[src/rtl/nibble_serial_adder_pkg.sv]
// Shared definitions for nibble-serial datapath blocks: FSM state encoding,
// nibble width and index-width helper.
package nibble_serial_adder_pkg;

    localparam int NIBBLE_W = 4;

    typedef enum logic [1:0] {
        IDLE = 2'd0,
        RUN  = 2'd1,
        DONE = 2'd2
    } state_t;

    // Index counter width: clog2 of the nibble count, never narrower than one bit.
    function automatic int idx_width(input int nib);
        return (nib > 1) ? $clog2(nib) : 1;
    endfunction

endpackage

[src/rtl/nibble_serial_adder_if.sv]
// Operand/result handshake bundle for the nibble-serial adder.
interface nibble_serial_adder_if #(
    parameter int WIDTH = 16
);
    logic             in_valid;
    logic             in_ready;
    logic [WIDTH-1:0] a;
    logic [WIDTH-1:0] b;
    logic             cin;
    logic             out_valid;
    logic             out_ready;
    logic [WIDTH-1:0] sum;
    logic             cout;
    logic             ovf;

    modport master (
        output in_valid, a, b, cin, out_ready,
        input  in_ready, out_valid, sum, cout, ovf
    );

    modport slave (
        input  in_valid, a, b, cin, out_ready,
        output in_ready, out_valid, sum, cout, ovf
    );
endinterface

[src/rtl/nibble_serial_adder_add4_slice.sv]
// Combinational 4-bit ripple-carry adder slice; exposes the carry into bit 3
// so the caller can derive signed overflow.
module add4_slice
    import nibble_serial_adder_pkg::*;
(
    input  logic [NIBBLE_W-1:0] x,
    input  logic [NIBBLE_W-1:0] y,
    input  logic                ci,
    output logic [NIBBLE_W-1:0] s,
    output logic                co,
    output logic                c3
);
    logic [NIBBLE_W:0] c;

    always_comb begin
        c    = '0;
        s    = '0;
        c[0] = ci;
        for (int unsigned i = 0; i < NIBBLE_W; i++) begin
            s[i]   = x[i] ^ y[i] ^ c[i];
            c[i+1] = (x[i] & y[i]) | (c[i] & (x[i] ^ y[i]));
        end
    end

    assign co = c[NIBBLE_W];
    assign c3 = c[NIBBLE_W-1];
endmodule

[src/rtl/nibble_serial_adder.sv]
// Multi-cycle adder: one 4-bit slice reused NIB times per operation, with the
// inter-nibble carry held in a register and valid/ready on both sides.
module nibble_serial_adder
    import nibble_serial_adder_pkg::*;
#(
    parameter int WIDTH = 16
) (
    input  logic                 clk,
    input  logic                 rst_n,
    nibble_serial_adder_if.slave bus,
    output logic                 busy
);
    localparam int NIB   = WIDTH / NIBBLE_W;
    localparam int IDX_W = idx_width(NIB);
    localparam logic [IDX_W-1:0] LAST_IDX = IDX_W'(NIB - 1);

    state_t state_q, state_d;

    logic [IDX_W-1:0]    idx_q;
    logic                carry_q;
    logic [WIDTH-1:0]    a_q;
    logic [WIDTH-1:0]    b_q;
    logic [WIDTH-1:0]    sum_q;
    logic                cout_q;
    logic                ovf_q;

    logic [NIBBLE_W-1:0] x_nib;
    logic [NIBBLE_W-1:0] y_nib;
    logic [NIBBLE_W-1:0] s_nib;
    logic                slice_co;
    logic                slice_c3;
    logic                accept;
    logic                last;

    assign accept = (state_q == IDLE) && bus.in_valid;
    assign last   = (idx_q == LAST_IDX);

    always_comb begin
        x_nib = '0;
        y_nib = '0;
        for (int unsigned n = 0; n < NIB; n++) begin
            if (idx_q == IDX_W'(n)) begin
                x_nib = a_q[n*NIBBLE_W +: NIBBLE_W];
                y_nib = b_q[n*NIBBLE_W +: NIBBLE_W];
            end
        end
    end

    add4_slice u_slice (
        .x  (x_nib),
        .y  (y_nib),
        .ci (carry_q),
        .s  (s_nib),
        .co (slice_co),
        .c3 (slice_c3)
    );

    always_ff @(posedge clk or negedge rst_n) begin
        if (!rst_n) begin
            state_q <= IDLE;
        end else begin
            state_q <= state_d;
        end
    end

    always_comb begin
        state_d = state_q;
        case (state_q)
            IDLE:    if (accept) state_d = RUN;
            RUN:     if (last) state_d = DONE;
            DONE:    if (bus.out_ready) state_d = IDLE;
            default: state_d = IDLE;
        endcase
    end

    always_ff @(posedge clk or negedge rst_n) begin
        if (!rst_n) begin
            idx_q   <= '0;
            carry_q <= 1'b0;
            a_q     <= '0;
            b_q     <= '0;
            sum_q   <= '0;
            cout_q  <= 1'b0;
            ovf_q   <= 1'b0;
        end else begin
            if (accept) begin
                a_q     <= bus.a;
                b_q     <= bus.b;
                carry_q <= bus.cin;
                idx_q   <= '0;
                sum_q   <= '0;
            end else if (state_q == RUN) begin
                for (int unsigned n = 0; n < NIB; n++) begin
                    if (idx_q == IDX_W'(n)) begin
                        sum_q[n*NIBBLE_W +: NIBBLE_W] <= s_nib;
                    end
                end
                carry_q <= slice_co;
                // Wrap explicitly so non-power-of-two nibble counts never run past the end.
                idx_q   <= last ? '0 : idx_q + 1'b1;
                if (last) begin
                    cout_q <= slice_co;
                    ovf_q  <= slice_c3 ^ slice_co;
                end
            end
        end
    end

    assign bus.in_ready  = (state_q == IDLE);
    assign bus.out_valid = (state_q == DONE);
    assign busy          = (state_q == RUN);
    assign bus.sum       = sum_q;
    assign bus.cout      = cout_q;
    assign bus.ovf       = ovf_q;
endmodule

[src/flat_wrapper.sv]
// flat-port wrapper written by rule: the top's interface ports become plain ports
module nibble_serial_adder_flat import nibble_serial_adder_pkg::*;
#(
    parameter int WIDTH = 16
)
  (clk, rst_n, busy, bus_in_valid, bus_a, bus_b, bus_cin, bus_out_ready, bus_in_ready, bus_out_valid, bus_sum, bus_cout, bus_ovf);
  nibble_serial_adder_if #(.WIDTH(WIDTH)) bus_i ();
  input  logic clk;
  input  logic rst_n;
  output logic busy;
  input wire logic [$bits(bus_i.in_valid)-1:0] bus_in_valid;
  input wire logic [$bits(bus_i.a)-1:0] bus_a;
  input wire logic [$bits(bus_i.b)-1:0] bus_b;
  input wire logic [$bits(bus_i.cin)-1:0] bus_cin;
  input wire logic [$bits(bus_i.out_ready)-1:0] bus_out_ready;
  output wire logic [$bits(bus_i.in_ready)-1:0] bus_in_ready;
  output wire logic [$bits(bus_i.out_valid)-1:0] bus_out_valid;
  output wire logic [$bits(bus_i.sum)-1:0] bus_sum;
  output wire logic [$bits(bus_i.cout)-1:0] bus_cout;
  output wire logic [$bits(bus_i.ovf)-1:0] bus_ovf;
  assign bus_i.in_valid = bus_in_valid;
  assign bus_i.a = bus_a;
  assign bus_i.b = bus_b;
  assign bus_i.cin = bus_cin;
  assign bus_i.out_ready = bus_out_ready;
  assign bus_in_ready = bus_i.in_ready;
  assign bus_out_valid = bus_i.out_valid;
  assign bus_sum = bus_i.sum;
  assign bus_cout = bus_i.cout;
  assign bus_ovf = bus_i.ovf;
  nibble_serial_adder #(.WIDTH(WIDTH)) u_core (.clk(clk), .rst_n(rst_n), .bus(bus_i), .busy(busy));
endmodule
[config.mk]
export PLATFORM = sky130hd
export DESIGN_NAME = nibble_serial_adder_flat
export DESIGN_NICKNAME = d
export VERILOG_FILES = /design/src/rtl/nibble_serial_adder_pkg.sv /design/src/rtl/nibble_serial_adder_if.sv /design/src/rtl/nibble_serial_adder_add4_slice.sv /design/src/rtl/nibble_serial_adder.sv /design/src/flat_wrapper.sv
export SDC_FILE = /design/constraint.sdc
export NUM_CORES = 1
export LEC_CHECK = 0
export CAP_MARGIN = 20
export CORE_MARGIN = 1.5
export CORE_UTILIZATION = 45
export DETAILED_ROUTE_END_ITERATION = 10
export GPL_TIMING_DRIVEN = 0
export PLACE_DENSITY_LB_ADDON = 0.25
export SLEW_MARGIN = 20
export SYNTH_ARGS = -nofsm -noshare
export SYNTH_HDL_FRONTEND = slang
export SYNTH_SLANG_ARGS = --single-unit
[constraint.sdc]
create_clock -name clk -period 5 [get_ports clk]
set_clock_uncertainty 0.2 [all_clocks]
set_input_delay 1 -clock clk [delete_from_list [all_inputs] [get_ports clk]]
set_output_delay 1 -clock clk [all_outputs]
set_load 0.02 [all_outputs]
Word level (Yosys, flattened, before mapping)
Index checks and enable logic that the tools add are counted.
{"block": "word_totals", "reg_bits": 55, "inputBits": 37, "output_inout_bits": 21, "word_cells": 79}
{"block": "op_classes", "add_sub_neg": 1, "n_eq_ne": 8, "n_mux": 23, "bitwise_logic": 22, "n_reduce_logical": 14}
{"cell": "2-to-1 mux 4 bit", "n": 12}
{"cell": "2-to-1 mux 16 bit", "n": 2}
{"cell": "2-to-1 mux 2 bit", "n": 6}
{"cell": "nonzero test 2 bit", "n": 5}
{"cell": "bitwise XOR 1 bit", "n": 9}
{"cell": "AND 1 bit", "n": 8}
{"cell": "AND reduction 2 bit", "n": 4}
{"cell": "== test 2 bit, second input constant", "n": 3}
{"cell": "case mux 2 bit (3 select lines)", "n": 1}
{"cell": "AND reduction 3 bit", "n": 2}
{"cell": "== test 2 x 1 -> 1 bit, second input constant", "n": 2}
{"cell": "logical NOT 2 bit", "n": 2}
{"cell": "!= test 2 x 1 -> 1 bit, second input constant", "n": 2}
{"cell": "OR 1 bit", "n": 4}
{"cell": "adder 2 x 1 -> 2 bit, second input constant", "n": 1}
{"cell": "2-to-1 mux 1 bit", "n": 2}
{"cell": "!= test 2 bit, second input constant", "n": 1}
{"cell": "logical AND 1 bit", "n": 1}
{"cell": "NOT 1 bit", "n": 1}

Depth between registers and ports, before layout
Gate-level depths: netlist of run 1.
{"block": "depth", "depth_word": 16, "mapped_depth": 14, "mapped_depth_nobuf": 13}

By module
Synthesis of run 1 repeated with hierarchy kept, for this count alone.
{"block": "hier_totals", "hier_cells": 233, "hier_area_um2": 2732.6}
{"mod": "nibble_serial_adder", "instances": 1, "cells_each": 221, "area_each_um2": 2622.5, "seq_area_each_um2": 1376.3}
{"mod": "add4_slice", "instances": 1, "cells_each": 12, "area_each_um2": 110.1, "seq_area_each_um2": 0.0}

Worst setup path before layout of run 1
Ideal clock, no wire load.
{"block": "synth_path", "path_kind": "reg-to-reg", "startpoint": "reg u_core.idx_q[0]", "endpoint": "reg u_core.sum_q[11] (netlist: u_core.bus.sum[11])", "setup_time_ns": 0.087, "arrival_ns": 2.975, "t_required_ns": 4.713, "setup_slack_ns": 1.738, "stages_incl_launch_ff": 14, "n_path_buf": 1, "period_less_slack_ns": 3.262, "path_cell_list": "dfrtp_1 ha_1 nand2b_1 buf_2 o22ai_1 a31oi_1 fa_1 inv_1 fa_1 inv_1 fa_1 fa_1 nand2b_1 o211ai_1"}
{"block": "synth_between", "elab_chain_cells": 16, "elab_cells_between_ends": 31, "classes_between": "eq/ne: 3; mux: 11; bitwise: 14; reduce/logical: 3"}
{"element": "from (decl)", "line": "nibble_serial_adder.sv:19", "rtl": "logic [IDX_W-1:0] idx_q;"}
{"element": "from (signal assigned)", "line": "nibble_serial_adder.sv:100", "rtl": "idx_q <= last ? '0 : idx_q + 1'b1;"}
{"element": "logical NOT 2 bit", "line": "nibble_serial_adder.sv:42", "rtl": "if (idx_q == IDX_W'(n)) begin"}
{"element": "2-to-1 mux 4 bit (4 in series)", "line": "nibble_serial_adder.sv:42"}
{"element": "bitwise XOR 1 bit", "line": "nibble_serial_adder_add4_slice.sv:21", "rtl": "c[i+1] = (x[i] & y[i]) | (c[i] & (x[i] ^ y[i]));"}
{"element": "AND 1 bit", "line": "nibble_serial_adder_add4_slice.sv:21"}
{"element": "OR 1 bit", "line": "nibble_serial_adder_add4_slice.sv:21"}
{"element": "AND 1 bit", "line": "nibble_serial_adder_add4_slice.sv:21"}
{"element": "OR 1 bit", "line": "nibble_serial_adder_add4_slice.sv:21"}
{"element": "AND 1 bit", "line": "nibble_serial_adder_add4_slice.sv:21"}
{"element": "OR 1 bit", "line": "nibble_serial_adder_add4_slice.sv:21"}
{"element": "bitwise XOR 1 bit", "line": "nibble_serial_adder_add4_slice.sv:20", "rtl": "s[i] = x[i] ^ y[i] ^ c[i];"}
{"element": "2-to-1 mux 4 bit", "line": "nibble_serial_adder.sv:94", "rtl": "if (idx_q == IDX_W'(n)) begin"}
{"element": "2-to-1 mux 16 bit", "line": "nibble_serial_adder.sv:92", "rtl": "end else if (state_q == RUN) begin"}
{"element": "2-to-1 mux 16 bit", "line": "nibble_serial_adder.sv:86", "rtl": "if (accept) begin"}
{"element": "to (signal, indexed assignment)", "line": "nibble_serial_adder.sv:95", "rtl": "sum_q[n*NIBBLE_W +: NIBBLE_W] <= s_nib;"}
{"element": "to (decl)", "line": "nibble_serial_adder.sv:23", "rtl": "logic [WIDTH-1:0] sum_q;"}
Several ways; a longest one is shown, not always the timed one. The select of a mux whose other input is x is not followed.
A chain may end at the register's enable or synchronous reset.

Worst setup path after layout of run 1
{"block": "layout_path", "startpoint": "reg u_core.idx_q[0]", "endpoint": "reg u_core.sum_q[7] (netlist: u_core.bus.sum[7])"}
Same word-level chain as after synthesis.

==> reports/results.ini, run 1 <==
[grt]
grt_pass1_wl_mm = 9.28
track_usage_pct = 19.2
overflow = 0
grt_pass1_vias = 1846
antenna_found_initial = 0
grt_max_degree = 56

[worst_hold_path]
hp-class = reg -> reg

[critical_path]
startpoint_type = flip-flop
crit_path_end_kind = flip-flop
cpPeakStageDelay_ps = 500
cp_data_required_time_ps = 5020
cp.arrival_ps = 3780
critical_path_class = reg -> reg
cpMaxStageDelayCell = fa_1
cp_cell_sequence = ha_1, clkinv_1, o22ai_1, a31oi_1, fa_1, inv_1, fa_1, inv_1, fa_1, fa_1, nand2b_1, o211ai_1
cpMostUsedCell = fa_1
critical_path_peak_fanout = 9

[synthesis]
yosysTopAreaCellShare_pct = 51.1
synthAdderAreaFrac_pct = 4.83
synth_mux_area_share_pct = 17.7
ys_ff_latch = 55
yosys_warnings = 0
avgSynthCellArea_sq_um = 12.1
synth_ff_type = dfrtp_1
yosysSeqAreaShare_pct = 51.1
synthArstFlopShare_pct = 100
synth_area_sq_um = 2700
yosys-top-cells-count = 55 x dfrtp_1, 46 x nand2_1, 28 x mux2_4
synth_compound_area_share_pct = 11.3
synth_xor_area_share_pct = 0.325
synth_area_leaders = dfrtp_1 51%, mux2_4 16%, nand2_1 6.4%, o211ai_1 3.9%, fa_1 3.0%
yosys.area.top_type = dfrtp_1
synthDistinctLibCells = 31
synth_nets = 267
synth-edff-count = 0
synthCells = 222
synth_top_family_by_area = multiplexers
synth_most_common_cell = dfrtp_1
yosys.area_share.simple_pct = 11.2

[cells_and_area]
fin_util_pct = 58.6
antenna-diode-count = 0
finalNetCount = 331
fill_cells = 476
drive_above_1_share_pct = 17.2
area_growth_pct = 27.3

[sta]
rsz0062_at_grt = false
post-route-period-util_pct = 75.1
fin_crit_ps = 3760
fmax_mhz = 266
timing.setup.tns_ps = 0
setup_viol = 0
slew-limit-headroom_pct = 54.1
tightest_slew_ps = 688
whs_ps = 294
final_max_slew_viol_count = 0
hold_viol_final = 0

[cts]
cts_tree = done
clk_root_buffer_cell = clkbuf_8
clk_pin_slew_worst_paths_ps = 90
cts_setup_buffers = 0
post_cts_resize_count = 0
postCtsHoldBufs = 0
numCtsBuffers = 5
cts.sinks = 55
ctsHtreeMaxLevel = 2
clk_latency_ps = 300
clockBufferDepth = 2

[power]
combPwrFrac_pct = 58.7
cellInternalPower_mw = 1.43
p_sw_share_pct = 42.2
clkPwrFrac_pct = 9.0
p_sw_mw = 1.04
p_leak_nw = 1.47
peakVddDrop_mv = 0.357
seqPwrFrac_pct = 32.3
p_per_area_nw_per_um2 = 719

[placed_design]
finalWeightedCongestion = 0.769
port_buffers = 57
place_hpwl_mm = 4.22

[job]
cap_violations = 0

[routing]
vias = 1878
antenna_violating_nets_post_route = 0
routedWlPerCell_microns = 15.6
drt-initial-drc-count = 159
drt-vias-per-instance = 5.22
drc_errors = 0
finalWirelength_mm = 5.63
drtPass1Iterations = 4

[status]
status = finished, final reports clean

[floorplan]
die_height_microns = 80.4
initial_core_util_pct = 46.1
io-pin-count = 58
die_w_microns = 80.4
die_area_sq_um = 6460
num_rows = 28
fp.coreArea_sq_um = 5850

-- worst max-delay path: cells and delay by family, from the launching register on --
kind                     cells  cell delay [ps]
AO/OA/AOI/OAI                3              590
AND/OR/NAND/NOR              1              140
adder cells (fa/ha/maj)      5             1850
buffers and inverters        3              460
flip-flops                   1              430
-- layout make-up --
class                           count  area [sq um]  area share [%]
Inverter                            8          30.0           0.876
Sequential cell                    55          1380            40.1
Clock buffer                        6          72.6            2.12
Tap cell                           75          93.8            2.74
Timing Repair Buffer               57           568            16.6
Buffer                              9          67.6            1.97
Multi-Input combinational cell    150          1220            35.6
-- placed cells by master (no fill, tap or decap), types with 6 or more instances in the layout --
cell             instances
clkdlybuf4s50_1         56
o22ai_1                  6
o211ai_1                14
nor2b_1                  6
inv_1                    7
nand2_1                 46
dfrtp_1                 55
mux2_4                  28
-- flip-flops by register name (all words and copies together) (netlist names) --
register and cells:
u_core.a_q 16, u_core.carry_q 1, u_core.b_q 16, u_core.state_q 2, u_core.bus.sum 16, u_core.bus.cout 1
u_core.idx_q 2, u_core.bus.ovf 1
-- through the flow --
stage          std cells  setup WS [ps]  total power, mW  cell area (sq um)
6_report             360           1240             2.47               3430
3_3_place_gp         354           1040             2.21               3360
2_1_floorplan        222           1740             1.77               2700
5_1_grt              360            997             2.66               3430
4_1_cts              360           1190             2.49               3430
3_5_place_dp         354           1230             2.26               3360
-- cells by family after synthesis --
kind of cell	after synthesis
fa+ha+maj	8
simple gates	66
flops	55
mux	33
buf+inv	17
compound gates	42
xor+xnor	1
-- power by group through the flow --
stage | logic [mW] | clock network (mW) | registers (mW)
final | 1.45 | 0.223 | 0.796
after global routing | 1.60 | 0.249 | 0.819
after CTS | 1.47 | 0.231 | 0.796
after detailed placement | 1.46 | 0 | 0.802
after global placement | 1.42 | 0 | 0.795
after floorplan | 0.957 | 0 | 0.817
-- layer usage --
metal / global-route usage (%) / vias to the layer above / routed length, microns
met4: 6.21 / 0 / 66
met5: 0 / - / 0
met2: 30.8 / 46 / 2730
met1: 26.4 / 918 / 2620
met3: 3.52 / 6 / 214
li1: - / 908 / -
-- path summary, 6_finish.rpt --
path                                 startpoint                end  slack [ps]  cells past startpoint
worst max-delay path            u_core.idx_q[0]  u_core.bus.sum[7]        1240                     12
worst min-delay path             u_core.bus.ovf     u_core.bus.ovf         290                      2
worst max register to register  u_core.idx_q[0]  u_core.bus.sum[7]        1240                     12
worst min register to register   u_core.bus.ovf     u_core.bus.ovf         290                      2
max in group asynchronous                 rst_n     u_core.b_q[12]        3610                      1
min in group asynchronous                 rst_n     u_core.a_q[14]         540                      1
Power figures use the tool's default switching activity.
==> run 2: changes to the inputs <==
clock period = 3.59 ns   (was 5 ns; I/O delays follow)
==> reports/results.ini, run 2 (synthesis results as in run 1) <==
[status]
status = finished, final reports clean  ; unchanged

[floorplan]
fp.coreArea_sq_um = 5850  ; unchanged
io-pin-count = 58  ; unchanged
die_w_microns = 80.4  ; unchanged
initial_core_util_pct = 46.1  ; unchanged
die_height_microns = 80.4  ; unchanged
num_rows = 28  ; unchanged
die_area_sq_um = 6460  ; unchanged

[placed_design]
port_buffers = 57  ; unchanged
dp_cells = 354  ; unchanged
pre_cts_ws_ps = -177  ; was 1230 ps
place_hpwl_mm = 4.22  ; unchanged
finalWeightedCongestion = 0.769  ; unchanged

[power]
peakVddDrop_mv = 0.546  ; was 0.357 mV
p_total_mw = 3.58  ; was 2.47 mW
p_per_area_nw_per_um2 = 1030  ; was 719 nW/um^2
p_leak_nw = 1.47  ; about the same

[critical_path]
cp.arrival_ps = 3460  ; was 3780 ps
crit_path_end_kind = flip-flop  ; unchanged
critical_path_class = reg -> reg  ; unchanged
startpoint_type = flip-flop  ; unchanged
critical_path_peak_fanout = 8  ; was 9
cp_data_required_time_ps = 3610  ; was 5020 ps

[cells_and_area]
fin_cells = 360  ; unchanged
drive_above_1_share_pct = 21.4  ; was 17.2%
final_cell_mix = 56 x clkdlybuf4s50_1, 53 x dfrtp_1, 46 x nand2_1  ; was 56 x clkdlybuf4s50_1, 55 x dfrtp_1, 46 x nand2_1
area_growth_pct = 29.2  ; was 27.3%
antenna-diode-count = 0  ; unchanged
fill_cells = 470  ; was 476
finalNetCount = 331  ; unchanged
final_common_cell = clkdlybuf4s50_1  ; unchanged

[cts]
clk_root_buffer_cell = clkbuf_8  ; unchanged
cts.sinks = 55  ; unchanged
ctsHtreeMaxLevel = 2  ; unchanged
clockBufferDepth = 2  ; unchanged
clk_latency_ps = 300  ; about the same
postCtsHoldBufs = 0  ; unchanged
clk_pin_slew_worst_paths_ps = 90  ; about the same
numCtsBuffers = 5  ; unchanged
cts_tree = done  ; unchanged

[sta]
hold_viol_final = 0  ; unchanged
setup_viol = 0  ; unchanged
fmax_mhz = 291  ; was 266 MHz
tightest_slew_ps = 691  ; was 688 ps
whs_ps = 240  ; was 294 ps
post-route-period-util_pct = 95.7  ; was 75.1%
fin_crit_ps = 3440  ; was 3760 ps
slew-limit-headroom_pct = 53.9  ; was 54.1%
fin_ws_ps = 153  ; was 1240 ps
rsz0062_at_grt = false  ; unchanged
final_max_slew_viol_count = 0  ; unchanged

[job]
cap_violations = 0  ; unchanged

[grt]
grt_pass1_vias = 1856  ; was 1846
antenna_found_initial = 0  ; unchanged
grt_pass1_wl_mm = 9.37  ; was 9.28 mm
track_usage_pct = 19.5  ; was 19.2%
overflow = 0  ; unchanged
grt_max_degree = 56  ; unchanged

[routing]
finalWirelength_mm = 5.74  ; was 5.63 mm
drtPass1Iterations = 4  ; unchanged
vias = 1881  ; was 1878
drt-initial-drc-count = 140  ; was 159
routedWlPerCell_microns = 15.9  ; was 15.6 microns
antenna_violating_nets_post_route = 0  ; unchanged
drt-vias-per-instance = 5.23  ; was 5.22
drc_errors = 0  ; unchanged

[worst_hold_path]
hp-class = in -> async  ; was reg -> reg

run 2: report_power, final:
group / internal [mW] / switching [mW] / total (mW)
Sequential: 0.916 / 0.204 / 1.12
Clock: 0.131 / 0.184 / 0.315
Combinational: 1.02 / 1.13 / 2.14
Total: 2.06 / 1.51 / 3.58
run 2: critical path: stages (launching register included):
cell and delay (ps):
dfrtp_2 470, ha_4 210, nand2b_1 140, buf_2 180, o22ai_2 140, a31oi_1 80
fa_1 440, inv_1 80, fa_1 160, inv_1 50, fa_2 360, fa_1 570
nand2b_4 90, o211ai_1 190
run 2: final cells by class:
cell class	instances	area, sq um	share of cell area [%]
plain buffers	9	68.8	1.98
multi-input cells	150	1270	36.4
flip-flops and latches	55	1380	39.6
well taps	75	93.8	2.70
clock buffers	6	72.6	2.08
inverters	8	31.3	0.899
repair buffers	57	568	16.3
run 2: worst paths after layout:
path / from / to / slack (ps) / cells past startpoint
max in group asynchronous: rst_n / u_core.idx_q[0] / 2470 / 1
setup reg to reg: u_core.idx_q[0] / u_core.bus.sum[7] / 150 / 13
hold reg to reg: u_core.bus.ovf / u_core.bus.ovf / 290 / 2
hold / removal: rst_n / u_core.a_q[14] / 240 / 1
min in group clk: u_core.bus.ovf / u_core.bus.ovf / 290 / 2
setup / recovery: u_core.idx_q[0] / u_core.bus.sum[7] / 150 / 13
run 2: through the flow:
step | area [sq um] | util [%] | setup TNS [ps]
finish | 3480 | 59.5 | 0
global route | 3480 | 59.5 | 0
CTS | 3460 | 59.1 | 0
detailed placement | 3360 | 57.4 | -781
global placement | 3360 | 57.4 | -5120
floorplan | 2700 | - | 0
run 2: what timing repair did:
action	in CTS	in global routing
pin swaps	0	1
setup buffers	0	0
cloned	0	0
resized for setup	8	7
setup endpoints to repair	7	7
run 2: layer usage:
layer / part of all wire [%] / GRT usage [%] / up-vias
li1: - / - / 907
met1: 46 / 26.5 / 911
met2: 49 / 31.5 / 57
met3: 4.1 / 3.52 / 6
met4: 1.1 / 6.21 / 0
met5: 0 / 0 / -
